==> config.mk <==
export PLATFORM = sky130hd
export DESIGN_NAME = spi_slave_ctrl_flat
export DESIGN_NICKNAME = d
export VERILOG_FILES = /design/src/rtl/spi_slave_ctrl_if.sv /design/src/rtl/spi_slave_ctrl.sv /design/src/flat_wrapper.sv
export SDC_FILE = /design/constraint.sdc
export NUM_CORES = 1
export LEC_CHECK = 0
export ABC_CLOCK_PERIOD_IN_PS = 5150
export CAP_MARGIN = 25
export CORE_AREA = 2 2 86 96
export CTS_CLUSTER_DIAMETER = 30
export DETAILED_ROUTE_END_ITERATION = 8
export DIE_AREA = 0 0 88 98
export GPL_ROUTABILITY_DRIVEN = 0
export PLACE_DENSITY_LB_ADDON = 0.15
export SYNTH_ARGS = -nofsm -noshare
export SYNTH_HDL_FRONTEND = slang
export SYNTH_SLANG_ARGS = --single-unit
==> constraint.sdc <==
create_clock -name clk_i -period 5.15 [get_ports clk_i]
set_input_delay 0.7725 -clock clk_i [delete_from_list [all_inputs] [get_ports clk_i]]
set_output_delay 0.7725 -clock clk_i [all_outputs]
set_load 0.01 [all_outputs]
==> src/rtl/spi_slave_ctrl_if.sv <==
// spi_slave_ctrl_if: host-side stream bundle of the SPI slave controller.
//   tx_data_i/tx_valid_i/tx_ready_o : outbound word handshake (host -> controller)
//   rx_data_o/rx_err_o/rx_valid_o/rx_ready_i : captured frame stream (controller -> host)
//   ovf_o : one-cycle pulse when an unconsumed rx word is overwritten
`timescale 1ns/1ps
interface spi_slave_ctrl_if #(
    parameter int IO_COUNT = 8
);
    logic [IO_COUNT-1:0] tx_data_i;
    logic                tx_valid_i;
    logic                tx_ready_o;
    logic [IO_COUNT-1:0] rx_data_o;
    logic                rx_err_o;
    logic                rx_valid_o;
    logic                rx_ready_i;
    logic                ovf_o;

    modport slave (
        input  tx_data_i, tx_valid_i, rx_ready_i,
        output tx_ready_o, rx_data_o, rx_err_o, rx_valid_o, ovf_o
    );

    modport master (
        output tx_data_i, tx_valid_i, rx_ready_i,
        input  tx_ready_o, rx_data_o, rx_err_o, rx_valid_o, ovf_o
    );
endinterface

==> src/rtl/spi_slave_ctrl.sv <==
// spi_slave_ctrl: system-clock controller for the SPI slave IO shift register.
//   clk_i, rstn_i       : system clock, async active-low reset
//   nss_i, sck_i        : raw SPI pins, synchronized internally
//   slv_data_i          : slave's latched frame word
//   slv_data_o          : parallel load word, only changed between frames
//   host                : tx/rx valid-ready streams plus overflow pulse
//   busy_o, frame_cnt_o : frame in progress, completed-frame count
`timescale 1ns/1ps
module spi_slave_ctrl #(
    parameter int IO_COUNT    = 8,
    parameter int SYNC_STAGES = 2,
    parameter int SETTLE_CYC  = 2,
    parameter int FCNT_BITS   = 16
) (
    input  logic                 clk_i,
    input  logic                 rstn_i,
    input  logic                 nss_i,
    input  logic                 sck_i,
    input  logic [IO_COUNT-1:0]  slv_data_i,
    output logic [IO_COUNT-1:0]  slv_data_o,
    spi_slave_ctrl_if.slave      host,
    output logic                 busy_o,
    output logic [FCNT_BITS-1:0] frame_cnt_o
);
    localparam int BW = $clog2(2 * IO_COUNT + 1);
    localparam int SW = (SETTLE_CYC > 1) ? $clog2(SETTLE_CYC) : 1;

    typedef enum logic [1:0] {IDLE, ACTIVE, SETTLE, CAPTURE} state_t;

    logic [SYNC_STAGES-1:0] nss_sync_q, nss_sync_d, sck_sync_q, sck_sync_d;
    logic                   nss_dly_q, nss_dly_d, sck_dly_q, sck_dly_d;
    state_t                 state_q, state_d;
    logic [BW-1:0]          bit_cnt_q, bit_cnt_d;
    logic [SW-1:0]          settle_q, settle_d;
    logic [IO_COUNT-1:0]    stage_q, stage_d, slv_q, slv_d, rx_data_q, rx_data_d;
    logic                   stage_full_q, stage_full_d;
    logic                   rx_err_q, rx_err_d, rx_valid_q, rx_valid_d;
    logic                   ovf_q, ovf_d, busy_q, busy_d;
    logic [FCNT_BITS-1:0]   fcnt_q, fcnt_d;
    logic                   nss_s, sck_s, nss_rise, sck_rise;

    assign nss_s    = nss_sync_q[SYNC_STAGES-1];
    assign sck_s    = sck_sync_q[SYNC_STAGES-1];
    assign nss_rise = nss_s & ~nss_dly_q;
    assign sck_rise = sck_s & ~sck_dly_q;

    always_comb begin
        nss_sync_d   = {nss_sync_q[SYNC_STAGES-2:0], nss_i};
        sck_sync_d   = {sck_sync_q[SYNC_STAGES-2:0], sck_i};
        nss_dly_d    = nss_s;
        sck_dly_d    = sck_s;
        state_d      = state_q;
        bit_cnt_d    = bit_cnt_q;
        settle_d     = settle_q;
        stage_d      = stage_q;
        stage_full_d = stage_full_q;
        slv_d        = slv_q;
        rx_data_d    = rx_data_q;
        rx_err_d     = rx_err_q;
        rx_valid_d   = rx_valid_q & ~host.rx_ready_i;
        ovf_d        = 1'b0;
        fcnt_d       = fcnt_q;
        case (state_q)
            // Level test (not the fall pulse) so a frame that started during
            // SETTLE/CAPTURE is still picked up here.
            IDLE: if (!nss_s) begin
                state_d   = ACTIVE;
                bit_cnt_d = '0;
            end
            ACTIVE: begin
                if (sck_rise && bit_cnt_q != BW'(2 * IO_COUNT))
                    bit_cnt_d = bit_cnt_q + 1'b1;
                if (nss_rise) begin
                    state_d  = SETTLE;
                    settle_d = SW'(SETTLE_CYC - 1);
                end
            end
            SETTLE: begin
                state_d  = (settle_q == '0) ? CAPTURE : SETTLE;
                settle_d = (settle_q == '0) ? settle_q : settle_q - 1'b1;
            end
            CAPTURE: begin
                rx_data_d  = slv_data_i;
                rx_err_d   = (bit_cnt_q != BW'(IO_COUNT));
                rx_valid_d = 1'b1;
                ovf_d      = rx_valid_q & ~host.rx_ready_i;
                fcnt_d     = fcnt_q + 1'b1;
                state_d    = IDLE;
            end
            default: state_d = IDLE;
        endcase
        // Staging is full while a word waits, so accept and release never coincide.
        if (host.tx_valid_i && !stage_full_q) begin
            stage_d      = host.tx_data_i;
            stage_full_d = 1'b1;
        end else if (state_q == IDLE && nss_s && stage_full_q) begin
            slv_d        = stage_q;
            stage_full_d = 1'b0;
        end
        busy_d = (state_d != IDLE);
    end

    always_ff @(posedge clk_i or negedge rstn_i) begin
        if (!rstn_i) begin
            nss_sync_q   <= '1;
            sck_sync_q   <= '0;
            nss_dly_q    <= 1'b1;
            sck_dly_q    <= 1'b0;
            state_q      <= IDLE;
            bit_cnt_q    <= '0;
            settle_q     <= '0;
            stage_q      <= '0;
            stage_full_q <= 1'b0;
            slv_q        <= '0;
            rx_data_q    <= '0;
            rx_err_q     <= 1'b0;
            rx_valid_q   <= 1'b0;
            ovf_q        <= 1'b0;
            busy_q       <= 1'b0;
            fcnt_q       <= '0;
        end else begin
            nss_sync_q   <= nss_sync_d;
            sck_sync_q   <= sck_sync_d;
            nss_dly_q    <= nss_dly_d;
            sck_dly_q    <= sck_dly_d;
            state_q      <= state_d;
            bit_cnt_q    <= bit_cnt_d;
            settle_q     <= settle_d;
            stage_q      <= stage_d;
            stage_full_q <= stage_full_d;
            slv_q        <= slv_d;
            rx_data_q    <= rx_data_d;
            rx_err_q     <= rx_err_d;
            rx_valid_q   <= rx_valid_d;
            ovf_q        <= ovf_d;
            busy_q       <= busy_d;
            fcnt_q       <= fcnt_d;
        end
    end

    assign slv_data_o      = slv_q;
    assign host.tx_ready_o = ~stage_full_q;
    assign host.rx_data_o  = rx_data_q;
    assign host.rx_err_o   = rx_err_q;
    assign host.rx_valid_o = rx_valid_q;
    assign host.ovf_o      = ovf_q;
    assign busy_o          = busy_q;
    assign frame_cnt_o     = fcnt_q;
endmodule

==> src/flat_wrapper.sv <==
// flat-port wrapper written by rule: the top's interface ports become plain ports
module spi_slave_ctrl_flat 
#(
    parameter int IO_COUNT    = 8,
    parameter int SYNC_STAGES = 2,
    parameter int SETTLE_CYC  = 2,
    parameter int FCNT_BITS   = 16
)
  (clk_i, rstn_i, nss_i, sck_i, slv_data_i, slv_data_o, busy_o, frame_cnt_o, host_tx_data_i, host_tx_valid_i, host_rx_ready_i, host_tx_ready_o, host_rx_data_o, host_rx_err_o, host_rx_valid_o, host_ovf_o);
  spi_slave_ctrl_if #(.IO_COUNT(IO_COUNT)) host_i ();
  input  logic clk_i;
  input  logic rstn_i;
  input  logic nss_i;
  input  logic sck_i;
  input  logic [IO_COUNT-1:0] slv_data_i;
  output logic [IO_COUNT-1:0] slv_data_o;
  output logic busy_o;
  output logic [FCNT_BITS-1:0] frame_cnt_o;
  input wire logic [$bits(host_i.tx_data_i)-1:0] host_tx_data_i;
  input wire logic [$bits(host_i.tx_valid_i)-1:0] host_tx_valid_i;
  input wire logic [$bits(host_i.rx_ready_i)-1:0] host_rx_ready_i;
  output wire logic [$bits(host_i.tx_ready_o)-1:0] host_tx_ready_o;
  output wire logic [$bits(host_i.rx_data_o)-1:0] host_rx_data_o;
  output wire logic [$bits(host_i.rx_err_o)-1:0] host_rx_err_o;
  output wire logic [$bits(host_i.rx_valid_o)-1:0] host_rx_valid_o;
  output wire logic [$bits(host_i.ovf_o)-1:0] host_ovf_o;
  assign host_i.tx_data_i = host_tx_data_i;
  assign host_i.tx_valid_i = host_tx_valid_i;
  assign host_i.rx_ready_i = host_rx_ready_i;
  assign host_tx_ready_o = host_i.tx_ready_o;
  assign host_rx_data_o = host_i.rx_data_o;
  assign host_rx_err_o = host_i.rx_err_o;
  assign host_rx_valid_o = host_i.rx_valid_o;
  assign host_ovf_o = host_i.ovf_o;
  spi_slave_ctrl #(.IO_COUNT(IO_COUNT), .SYNC_STAGES(SYNC_STAGES), .SETTLE_CYC(SETTLE_CYC), .FCNT_BITS(FCNT_BITS)) u_core (.clk_i(clk_i), .rstn_i(rstn_i), .nss_i(nss_i), .sck_i(sck_i), .slv_data_i(slv_data_i), .slv_data_o(slv_data_o), .host(host_i), .busy_o(busy_o), .frame_cnt_o(frame_cnt_o));
endmodule
==> impl_metrics.ini <==
[placed_design]
port_buffers = 58
hpwlAfterDp_um = 3130
pre_cts_ws_ns = 2.78

[synthesis]
synth_cell_types = 32
netlist_instances = 200
seq_area_frac_synth = 0.616
yosysWarnings = 0
async_flop_share = 1.00
avgSynthCellArea_um2 = 12.0
syn_nets = 225
synth_edf_count = 0
synth_ff_type = dfrtp_1
synth_area_um2 = 2400
synth-seq-cells = 59

[clocking]
cts_buffers = 9
postCtsSetupRepairBufs = 0
clkTransAtPathRegs_ns = 0.07
cts.sinks = 59
hold_buffers = 0
htreeDepth = 3
clk_latency_ns = 0.33
clockRootBuffer = clkbuf_8
clockBufferDepth = 2
cts_resized = 0
cts_tree = done

[sta]
rsz0062_at_grt = no
timing.final.crit_share = 0.422
fin_crit_ns = 2.18
tightestPinTransition_ns = 0.746
fmax_mhz = 460
setup_viol = 0
finalMaxSlewViolations = 0
fin_setup_tns_ns = 0
skew_ns = 0.00756
worst_slack_ns = 2.97
relSlewSlack = 0.503
finalHoldViolCount = 0

[worst_setup_path]
crit_slowest_cell = clkdlybuf4s50_1
critPathMaxStageDelay_ns = 0.56
crit_type = flop to output port
start_kind = flop
cp_num_cells = 2
critical_path_arrival_ns = 1.40
crit_chain = inv_1, clkdlybuf4s50_1
cp.buffers_inverters = 2
crit_required_ns = 4.38
cp-end-kind = output port
worst-path-max-fanout = 3
rr_worst_depth = 4
critPathTopFamily = buffers and inverters

[worst_hold_path]
min_path_type = flop to flop
hold-path-cell-count = 0

[floorplanning]
die_h_um = 98
dieArea_um2 = 8620
start_util = 0.312
die_w_um = 88
fp-row-count = 34
core_region_area_um2 = 7700
ios = 59

[detailed_routing]
drt_first_pass_iters = 4
totalWireLength_um = 4600
vias_per_cell = 4.36
vias = 1645
route.detailed.drc = 0
final_antenna_net_count = 0
drtIter0Drc = 85
wl_per_cell_um = 12.2

[grt]
antenna_found_initial = 0
gr-total-overflow = 0
grt_max_degree = 60
grt_pass1_vias = 1658
grt_use_total = 0.121
grt_pass1_wl_um = 7990

[run]
cap_violations = 0

[power_and_ir_drop]
p_leak_nw = 1.46
pwr_density_cell_nw_per_um2 = 498
vdd.ir_drop.worst_uv = 249

[final_layout]
diodes = 0
mostFrequentLayoutCells = clkdlybuf4s50_1 (57), dfrtp_1 (56), nand2_1 (37)
layout_commonest_cell = clkdlybuf4s50_1
area_growth_pct = 37.8
final_nets = 289
drive_gt1_frac = 0.156

[status]
status = complete, no violations
metrics by stage:
stage	std cells	utilization	hold slack [ns]	total power, W	area (um2)
after global routing	377	0.430	0.362	0.00176	3310
after floorplan	200	-	0.331	0.000934	2400
final	377	0.430	0.355	0.00165	3310
after CTS	377	0.430	0.355	0.00167	3310
after global placement	361	0.400	0.334	0.00118	3080
after detailed placement	361	0.400	0.340	0.00119	3080
final timing paths:
kind / start / end / slack, ns
worst max-delay path: u_core.stage_full_q / host_tx_ready_o / 2.97
worst min-delay path: u_core.sck_sync_q[0] / u_core.sck_sync_q[1] / 0.36
worst max register to register: u_core.state_q[0] / u_core.frame_cnt_o[14] / 3.30
worst min register to register: u_core.sck_sync_q[0] / u_core.sck_sync_q[1] / 0.36
max in group asynchronous: rstn_i / u_core.slv_data_o[3] / 4.06
min in group asynchronous: rstn_i / u_core.frame_cnt_o[9] / 0.60
flip-flops by register name, indices dropped and copies added (netlist names), 2 cells and up:
| register | count |
|---|---|
| u_core.state_q | 2 |
| u_core.bit_cnt_q | 5 |
| u_core.nss_sync_q | 2 |
| u_core.slv_data_o | 8 |
| u_core.frame_cnt_o | 16 |
| u_core.host.rx_data_o | 8 |
| u_core.sck_sync_q | 2 |
| u_core.stage_q | 8 |
worst reg2reg max path, stage by stage, from the launching register on:
cell and delay (ns):
dfrtp_1 0.62, nand2_4 0.22, or4_4 0.59, nor3_4 0.20
xor2_1 0.15
cells by family after synthesis:
logic type	count (synthesis)	synth area share
AND/OR/NAND/NOR	79	0.172
multiplexers	17	0.0797
flip-flops	59	0.616
XOR/XNOR	16	0.0584
buffers and inverters	13	0.0271
AO/OA/AOI/OAI	13	0.0307
adder cells (fa/ha/maj)	3	0.0156
routing by layer:
metal	vias up	routed length (um)	part of all wire	track usage
met2	43	2080	0.45	0.171
met5	-	0	0	0
met1	786	2170	0.47	0.163
li1	807	-	-	-
met3	9	240	0.052	0.0338
met4	0	112	0.024	0.0746
Yosys cell counts, types with 3 or more instances:
cell type  instances  area [um2]
dfrtp_1           56        1400
nand2_1           37         139
mux2_2            17         191
nor2_1            12        45.0
xnor2_1           10        87.6
o21ai_0            8        40.0
inv_1              7        26.3
nand4_1            6        37.5
xor2_1             6        52.6
nand3_1            5        25.0
nand2b_1           4        25.0
clkbuf_1           3        11.3
dfstp_2            3        78.8
ha_1               3        37.5
report_power, final:
part / total [W] / internal, W / switching (W)
combinational: 0.000466 / 0.000278 / 0.000188
clock: 0.000479 / 0.000298 / 0.000180
sequential: 0.000702 / 0.000603 / 0.0000986
cell type report:
type | count | area, um2
clock buffers | 12 | 155
clock inverters | 4 | 72.6
well taps | 108 | 135
fillers | 741 | 4390
multi-input cells | 128 | 856
flip-flops and latches | 59 | 1480
repair buffers | 59 | 583
inverters | 7 | 26.3
Note: power is estimated with default switching activity, not from simulation.
